`config.mk`:
```
export PLATFORM = sky130hd
export DESIGN_NAME = mem_port_arb
export DESIGN_NICKNAME = d
export VERILOG_FILES = /design/src/rtl/mem_port_arb_pkg.sv /design/src/rtl/mem_arb_rr.sv /design/src/rtl/mem_port_arb.sv
export SDC_FILE = /design/constraint.sdc
export NUM_CORES = 1
export LEC_CHECK = 0
export ABC_AREA = 1
export BUFFER_PORTS_ARGS = -buffer_cell sky130_fd_sc_hd__buf_4
export CAP_MARGIN = 0
export CORE_ASPECT_RATIO = 0.8
export CORE_UTILIZATION = 29
export CTS_CLUSTER_SIZE = 30
export DETAILED_ROUTE_END_ITERATION = 8
export PLACE_DENSITY_LB_ADDON = 0.15
export SETUP_SLACK_MARGIN = 0.5
export SYNTH_ARGS = -nofsm -noshare
export SYNTH_HDL_FRONTEND = slang
export SYNTH_SLANG_ARGS = --single-unit
```
`constraint.sdc`:
```
create_clock -name clk -period 3.94 [get_ports clk]
set_clock_uncertainty 0.15 [all_clocks]
set_input_delay 0.788 -clock clk [delete_from_list [all_inputs] [get_ports clk]]
set_output_delay 0.788 -clock clk [all_outputs]
set_load 0.005 [all_outputs]
```
`src/rtl/mem_port_arb_pkg.sv`:
```
// mem_port_arb_pkg
//   Shared definitions for the two-master memory port arbiter:
//   the arbiter state encoding and the grant identifiers used by
//   mem_port_arb and its round-robin helper mem_arb_rr.
package mem_port_arb_pkg;

    localparam int MEM_ARB_ST_BITS = 3;

    typedef enum logic [MEM_ARB_ST_BITS-1:0] {
        ST_IDLE      = 3'd0,   // arbitrating, nothing outstanding
        ST_D_WR      = 3'd1,   // data write presented to the slave
        ST_D_RD_CMD  = 3'd2,   // data read command presented to the slave
        ST_D_RD_WAIT = 3'd3,   // waiting for the single data read beat
        ST_I_CMD     = 3'd4,   // inst burst command presented to the slave
        ST_I_BURST   = 3'd5    // collecting inst burst beats
    } arb_state_t;

    localparam logic GRANT_INST = 1'b0;
    localparam logic GRANT_DATA = 1'b1;

endpackage

```
`src/rtl/mem_arb_rr.sv`:
```
// mem_arb_rr
//   Two-requester round-robin grant. The grant is combinational from the
//   request lines; last_grant remembers the winner of the most recent
//   accepted arbitration so that on a tie the other requester wins.
// Ports:
//   clk, rst      clock, asynchronous active-high reset
//   req_inst      instruction master is requesting
//   req_data      data master is requesting
//   update        the caller is committing to this cycle's grant
//   grant_valid   at least one requester is present
//   grant         winner (GRANT_INST / GRANT_DATA), meaningful with grant_valid
//   last_grant    winner of the last committed arbitration
module mem_arb_rr
    import mem_port_arb_pkg::*;
(
    input  logic clk,
    input  logic rst,
    input  logic req_inst,
    input  logic req_data,
    input  logic update,
    output logic grant_valid,
    output logic grant,
    output logic last_grant
);

    always_comb begin
        grant_valid = req_inst | req_data;
        if (req_inst && req_data) begin
            grant = ~last_grant;
        end else if (req_data) begin
            grant = GRANT_DATA;
        end else begin
            grant = GRANT_INST;
        end
    end

    // Reset to INST so the data master wins the first tie.
    always_ff @(posedge clk or posedge rst) begin
        if (rst) begin
            last_grant <= GRANT_INST;
        end else if (update && grant_valid) begin
            last_grant <= grant;
        end
    end

endmodule

```
`src/rtl/mem_port_arb.sv`:
```
// mem_port_arb
//   Merges the CPU instruction master (burst reads) and data master
//   (single-beat reads/writes) onto one Avalon-MM slave port. One
//   transaction is outstanding at a time; ties are broken round-robin.
//
//   Handshake: a command transfers on a clock edge where o_mem_read or
//   o_mem_write is high and i_mem_waitrequest is low; the granted master
//   sees its waitrequest low in exactly that cycle. Read beats transfer on
//   edges where i_mem_readdatavalid is high and are forwarded with no
//   added latency to the master that owns the outstanding read.
//
// Ports:
//   clk, rst                    clock, asynchronous active-high reset
//   i_inst_*/o_inst_*           instruction master (read, burstcount)
//   i_data_*/o_data_*           data master (read, write, writedata)
//   o_mem_*/i_mem_*             slave port
module mem_port_arb
    import mem_port_arb_pkg::*;
#(
    parameter int P_WORD_BITS  = 32,
    parameter int P_ADDR_BITS  = 32,
    parameter int P_BURST_BITS = 8
) (
    input  logic                    clk,
    input  logic                    rst,

    input  logic [P_ADDR_BITS-1:0]  i_inst_addr,
    input  logic                    i_inst_read,
    input  logic [P_WORD_BITS-1:0]  i_inst_burstcount,
    output logic                    o_inst_waitrequest,
    output logic [P_WORD_BITS-1:0]  o_inst_readdata,
    output logic                    o_inst_readdatavalid,

    input  logic [P_ADDR_BITS-1:0]  i_data_addr,
    input  logic                    i_data_read,
    input  logic                    i_data_write,
    input  logic [P_WORD_BITS-1:0]  i_data_writedata,
    output logic                    o_data_waitrequest,
    output logic [P_WORD_BITS-1:0]  o_data_readdata,
    output logic                    o_data_readdatavalid,

    output logic [P_ADDR_BITS-1:0]  o_mem_addr,
    output logic                    o_mem_read,
    output logic                    o_mem_write,
    output logic [P_WORD_BITS-1:0]  o_mem_writedata,
    output logic [P_BURST_BITS-1:0] o_mem_burstcount,
    input  logic                    i_mem_waitrequest,
    input  logic [P_WORD_BITS-1:0]  i_mem_readdata,
    input  logic                    i_mem_readdatavalid
);

    arb_state_t state, state_next;

    logic                    data_req;
    logic                    grant_valid;
    logic                    grant;
    logic                    last_grant;
    logic                    arb_en;
    logic [P_BURST_BITS-1:0] inst_burst_raw;
    logic [P_BURST_BITS-1:0] inst_burst;
    logic [P_BURST_BITS-1:0] beat_cnt;
    logic                    unused_burst_hi;

    assign data_req = i_data_read | i_data_write;
    assign arb_en   = (state == ST_IDLE);

    // The slave burstcount is narrower than the master's; the upper bits
    // are dropped, and a resulting zero is promoted to a single beat.
    assign inst_burst_raw  = i_inst_burstcount[P_BURST_BITS-1:0];
    assign inst_burst      = (inst_burst_raw == '0) ? P_BURST_BITS'(1) : inst_burst_raw;
    assign unused_burst_hi = ^i_inst_burstcount[P_WORD_BITS-1:P_BURST_BITS];

    mem_arb_rr u_rr (
        .clk         (clk),
        .rst         (rst),
        .req_inst    (i_inst_read),
        .req_data    (data_req),
        .update      (arb_en),
        .grant_valid (grant_valid),
        .grant       (grant),
        .last_grant  (last_grant)
    );

    // Read data goes to both masters; only readdatavalid is steered.
    assign o_inst_readdata = i_mem_readdata;
    assign o_data_readdata = i_mem_readdata;

    always_ff @(posedge clk or posedge rst) begin
        if (rst) begin
            state <= ST_IDLE;
        end else begin
            state <= state_next;
        end
    end

    // Command fields are captured at grant time so they stay stable for
    // the whole command phase regardless of what the masters do.
    always_ff @(posedge clk or posedge rst) begin
        if (rst) begin
            o_mem_addr       <= '0;
            o_mem_writedata  <= '0;
            o_mem_burstcount <= '0;
        end else if (arb_en && grant_valid) begin
            if (grant == GRANT_DATA) begin
                o_mem_addr       <= i_data_addr;
                o_mem_writedata  <= i_data_writedata;
                o_mem_burstcount <= P_BURST_BITS'(1);
            end else begin
                o_mem_addr       <= i_inst_addr;
                o_mem_burstcount <= inst_burst;
            end
        end
    end

    always_ff @(posedge clk or posedge rst) begin
        if (rst) begin
            beat_cnt <= '0;
        end else if (state == ST_I_CMD && !i_mem_waitrequest) begin
            beat_cnt <= o_mem_burstcount;
        end else if (state == ST_I_BURST && i_mem_readdatavalid) begin
            beat_cnt <= beat_cnt - P_BURST_BITS'(1);
        end
    end

    always_comb begin
        state_next           = state;
        o_mem_read           = 1'b0;
        o_mem_write          = 1'b0;
        o_inst_waitrequest   = 1'b1;
        o_data_waitrequest   = 1'b1;
        o_inst_readdatavalid = 1'b0;
        o_data_readdatavalid = 1'b0;

        case (state)
            ST_IDLE: begin
                if (grant_valid) begin
                    if (grant == GRANT_DATA) begin
                        // Write wins if a master illegally raises both.
                        state_next = i_data_write ? ST_D_WR : ST_D_RD_CMD;
                    end else begin
                        state_next = ST_I_CMD;
                    end
                end
            end
            ST_D_WR: begin
                o_mem_write        = 1'b1;
                o_data_waitrequest = i_mem_waitrequest;
                if (!i_mem_waitrequest) state_next = ST_IDLE;
            end
            ST_D_RD_CMD: begin
                o_mem_read         = 1'b1;
                o_data_waitrequest = i_mem_waitrequest;
                if (!i_mem_waitrequest) state_next = ST_D_RD_WAIT;
            end
            ST_D_RD_WAIT: begin
                o_data_readdatavalid = i_mem_readdatavalid;
                if (i_mem_readdatavalid) state_next = ST_IDLE;
            end
            ST_I_CMD: begin
                o_mem_read         = 1'b1;
                o_inst_waitrequest = i_mem_waitrequest;
                if (!i_mem_waitrequest) state_next = ST_I_BURST;
            end
            ST_I_BURST: begin
                o_inst_readdatavalid = i_mem_readdatavalid;
                if (i_mem_readdatavalid && beat_cnt == P_BURST_BITS'(1)) begin
                    state_next = ST_IDLE;
                end
            end
            default: begin
                state_next = ST_IDLE;
            end
        endcase
    end

endmodule

```
; ---- After elaboration in Yosys (flattened, before gate mapping)
; Cells that the tools add are included.
[op_classes]
n_addsub = 1
mul = 0
div_mod_pow = 0
magnitude_cmp = 0
n_eq_ne = 12
n_shift = 0
n_mux = 22
bitwise_logic = 3
n_reduce_logical = 13
[op_table]
columns = operator, n
row1 = 32-bit two-way mux, 1
row2 = 8-bit two-way mux, 4
row3 = 3-bit two-way mux, 7
row4 = 3-bit case mux with 6 select lines, 1
row5 = 2-bit inequality test (second input constant), 5
row6 = 8-bit by 1-bit equality test with 1-bit output (second input constant), 1
row7 = 8-bit zero test, 1
row8 = 1-bit two-way mux, 8
row9 = 8-bit by 1-bit subtractor with 8-bit output (second input constant), 1
row10 = 3-bit by 2-bit equality test with 1-bit output (second input constant), 2
row11 = 3-bit equality test (second input constant), 2
row12 = 6-bit AND reduction, 1
row13 = 1-bit logical AND, 5
row14 = 2-bit OR reduction, 2
row15 = 3-bit by 1-bit equality test with 1-bit output (second input constant), 1
row16 = 3-bit zero test, 1
row17 = 2-bit two-way mux, 1
row18 = 2-bit by 1-bit inequality test with 1-bit output (second input constant), 1
row19 = 1-bit OR, 2
row20 = 2-bit AND reduction, 1
row21 = 2-bit nonzero test, 1
row22 = 1-bit zero test, 1
row23 = 1-bit NOT, 1
[word_totals]
ff_bits = 84
latchBits = 0
ram_bits = 0
mem_bits_ro = 0
wordCells = 57
memories = 0

; ---- Longest topological paths before layout
[logic_depth]
word_depth = 6
mapped_depth = 11

; ---- Cells and area by module
; From an unflattened synthesis, not the netlist that was laid out.
[unflattened]
cells_unflattened = 567
hier_area_um2 = 4715.8
[modules_own_cells]
columns = module, instances, cells_per_inst, area_each_um2, seq_area_each_um2
row1 = mem_port_arb, 1, 558, 4652.0, 2077.0
row2 = mem_arb_rr, 1, 9, 63.8, 25.0

; ---- Worst setup path after synthesis
; Ideal clock, no wire load.
[synth_path]
path_type = input to output
startpoint = input i_mem_readdatavalid
endpoint = output o_inst_readdatavalid
arrival_ps = 1129
t_required_ps = 3002
slack_ps = 1873
cell_stages = 2
path_buffers = 0
cell_sequence = nand4_1 inv_2
[synth_between]
elab_chain_cells = 1
[synth_rtl]
columns = item, line
row1 = start: declaration, mem_port_arb.sv:49  ; input logic i_mem_readdatavalid
row2 = 1-bit two-way mux, mem_port_arb.sv:134  ; case (state)
row3 = end: declaration, mem_port_arb.sv:32  ; output logic o_inst_readdatavalid,
; No other way between the ends.

; ---- Worst setup path in the final report
[layout_path]
startpoint = register state[1]
endpoint = output o_inst_readdatavalid
[layout_between]
elab_chain_cells = 2
[layout_rtl]
columns = item, line
row1 = start: declaration, mem_port_arb.sv:52  ; arb_state_t state, state_next;
row2 = start signal: assignment, mem_port_arb.sv:92  ; state <= state_next;
row3 = 3-bit equality test, mem_port_arb.sv:134
row4 = 1-bit two-way mux, mem_port_arb.sv:134
; No other way between the ends.

==> reports/qor.yml <==
critical_path:
  slowest_stage: "dfrtp_1"
  required_ps: 3000
  critical_path_class: "reg -> out"
  startpoint: "state[1]"
  worst_path_most_repeated_cell: "inv_2"
  cp.arrival_ps: 1560
  path_delay_family: "buffers and inverters"
  r2r-start: "state[2]"
  path_max_fanout: 8
  max_stage_delay_ps: 470
  crit_buf_inv: 3
  worstSetupStartpointType: "flop"
  cp-end-kind: "output port"
  worstPathCellList: "inv_2 > nand4_1 > inv_2 > buf_4"
hold_path:
  hp-start: "o_mem_writedata[5]"
  hp-class: "reg -> reg"
floorplanning:
  dieArea_mm2: 0.0160
  ios: 309
  die_h_um: 113
  fp.dieW_um: 141
  core-area_mm2: 0.0151
  num_rows: 40
  start_util: 0.298
timing:
  tightest_slew_ps: 734
  setup_tns_ps: 0
  timing.final.crit_share: 0.634
  rsz0062_at_grt: "false"
  setup_viol: 0
  min_period_ps: 2500
  hold_violations: 0
  max_slew_margin: 0.511
  slew_viol_final: 0
  fmax_mhz: 400
  hold_slack_ps: 322
detailed_routing:
  wl_um: 12500
  drc: 0
  dr.pass1.iters: 4
  drt_iter0_markers: 196
  ant_nets: 0
  wl_per_cell_um: 14.1
  via_per_inst: 4.41
  route.vias.total: 3900
logic_synthesis:
  syn_avg_cell_area_um2: 8.04
  synth_nets: 727
  syn_area_mm2: 0.00449
  synth_cell_types: 26
  ys_seq_elements: 84
  syn-instance-count: 558
  yosysSeqAreaShare: 0.468
  yosysWarningCount: 0
global_routing:
  grt_pass1_wl_um: 20400
  grt_pass1_vias: 3977
  met1_usage: 0.206
  gr-max-usage-layer: "met2"
  met3_usage: 0.0643
  antenna_found_initial: 0
  grtUsageTotal: 0.163
  grt.overflow.total: 0
  grt_use_met2: 0.256
  grt_max_degree: 85
cts:
  clk_latency_ps: 340
  cts_hold_buf: 0
  htree_num_levels: 3
  clock-sinks: 84
  cts_tree: "yes"
  root_buffer: "clkbuf_16"
  numCtsBuffers: 9
  path_clk_slew_ps: 70
  post_cts_buffers: 0
  cts_max_path_buffers: 2
  ctsResizeCount: 0
finish:
  layout_commonest_cell: "buf_4"
  num-nets-final: 839
  diodes: 0
  final_util: 0.386
  drive_gt1_frac: 0.324
  final_cell_mix: "buf_4, nand2_1, dfrtp_1"
  area_delta_synth_final_pct: 29.6
power_and_ir_drop:
  peakVddDrop_v: 0.000249
  power_density_mw_per_mm2: 763
  power.leakage_uw: 0.00301
  p_total_uw: 4430
placement:
  dp_hpwl_um: 8780
  port_buffers: 188
  gp_congestion: 0.845
status:
  outcome: "finished, final reports clean"
run:
  max-cap-violations: 0
==> metal layers <==
metal	routed length, um	vias to the layer above
met5	0	-
met4	154	0
met3	933	17
met2	5730	121
met1	5640	1815
li1	-	1947
==> final timing paths <==
kind                                   endpoint  slack [ps]  cells after the start
hold / removal               o_mem_writedata[5]         320                      2
hold reg to reg              o_mem_writedata[5]         320                      2
min in group asynchronous        o_mem_addr[20]         390                      3
setup / recovery           o_inst_readdatavalid        1440                      4
setup reg to reg             o_mem_writedata[4]        1460                      7
max in group asynchronous        o_mem_addr[21]        2870                      3
==> worst reg2reg max path, cell delays in order (launching register included) <==
cell,delay [ps]
dfrtp_1,470
inv_1,190
nand2_4,100
inv_2,440
nand2_1,520
buf_4,380
nand2_1,80
nand2_1,50
==> area by class of cell <==
class | count | area, um2
clock buffers | 10 | 229
clock inverters | 6 | 65.1
fillers | 1560 | 9250
inverters | 25 | 95.1
multi-input cells | 358 | 1610
flip-flops and latches | 84 | 2100
well taps | 210 | 263
repair buffers | 192 | 1450
==> cells in the mapped netlist, drive strengths merged <==
master / instances / area (um2)
a21oi: 3 / 37.5
nand2: 161 / 614
o21ai: 70 / 350
nand3b: 1 / 7.51
ha: 2 / 25.0
nand3: 57 / 285
nand4: 1 / 6.26
dfrtp: 84 / 2100
xor2: 1 / 8.76
inv: 25 / 93.8
o21bai: 1 / 7.51
buf: 86 / 657
clkbuf: 5 / 28.8
a31oi: 1 / 6.26
o211ai: 3 / 22.5
nor3: 5 / 25.0
nor2: 52 / 210
==> kinds of logic after synthesis <==
kind of cell	share of synthesized area
xor gates and xnor gates	0.00195
AOI/OAI and AO/OA	0.0945
DFF	0.468
and+or+nand+nor	0.256
buffers and inverters	0.174
adders and majority gates	0.00557
==> sequential cells by signal (all words and copies together), names as in the netlist <==
signal            flops
o_mem_writedata      32
state                 3
u_rr.last_grant       1
beat_cnt              8
o_mem_addr           32
o_mem_burstcount      8
==> per-stage QoR <==
stage,setup slack [ps],cells,instance area [um2]
after floorplan,837,558,4490
after global placement,1150,869,5520
after detailed placement,1100,869,5520
after CTS,1430,885,5810
after global routing,1190,885,5810
final,1440,885,5810
==> report_power, final <==
part,leakage (uW),switching [uW],internal (uW)
registers,0.00104,287,1290
logic,0.00185,1090,918
clock network,0.000131,356,490
Note: power is estimated with default switching activity, not from simulation.
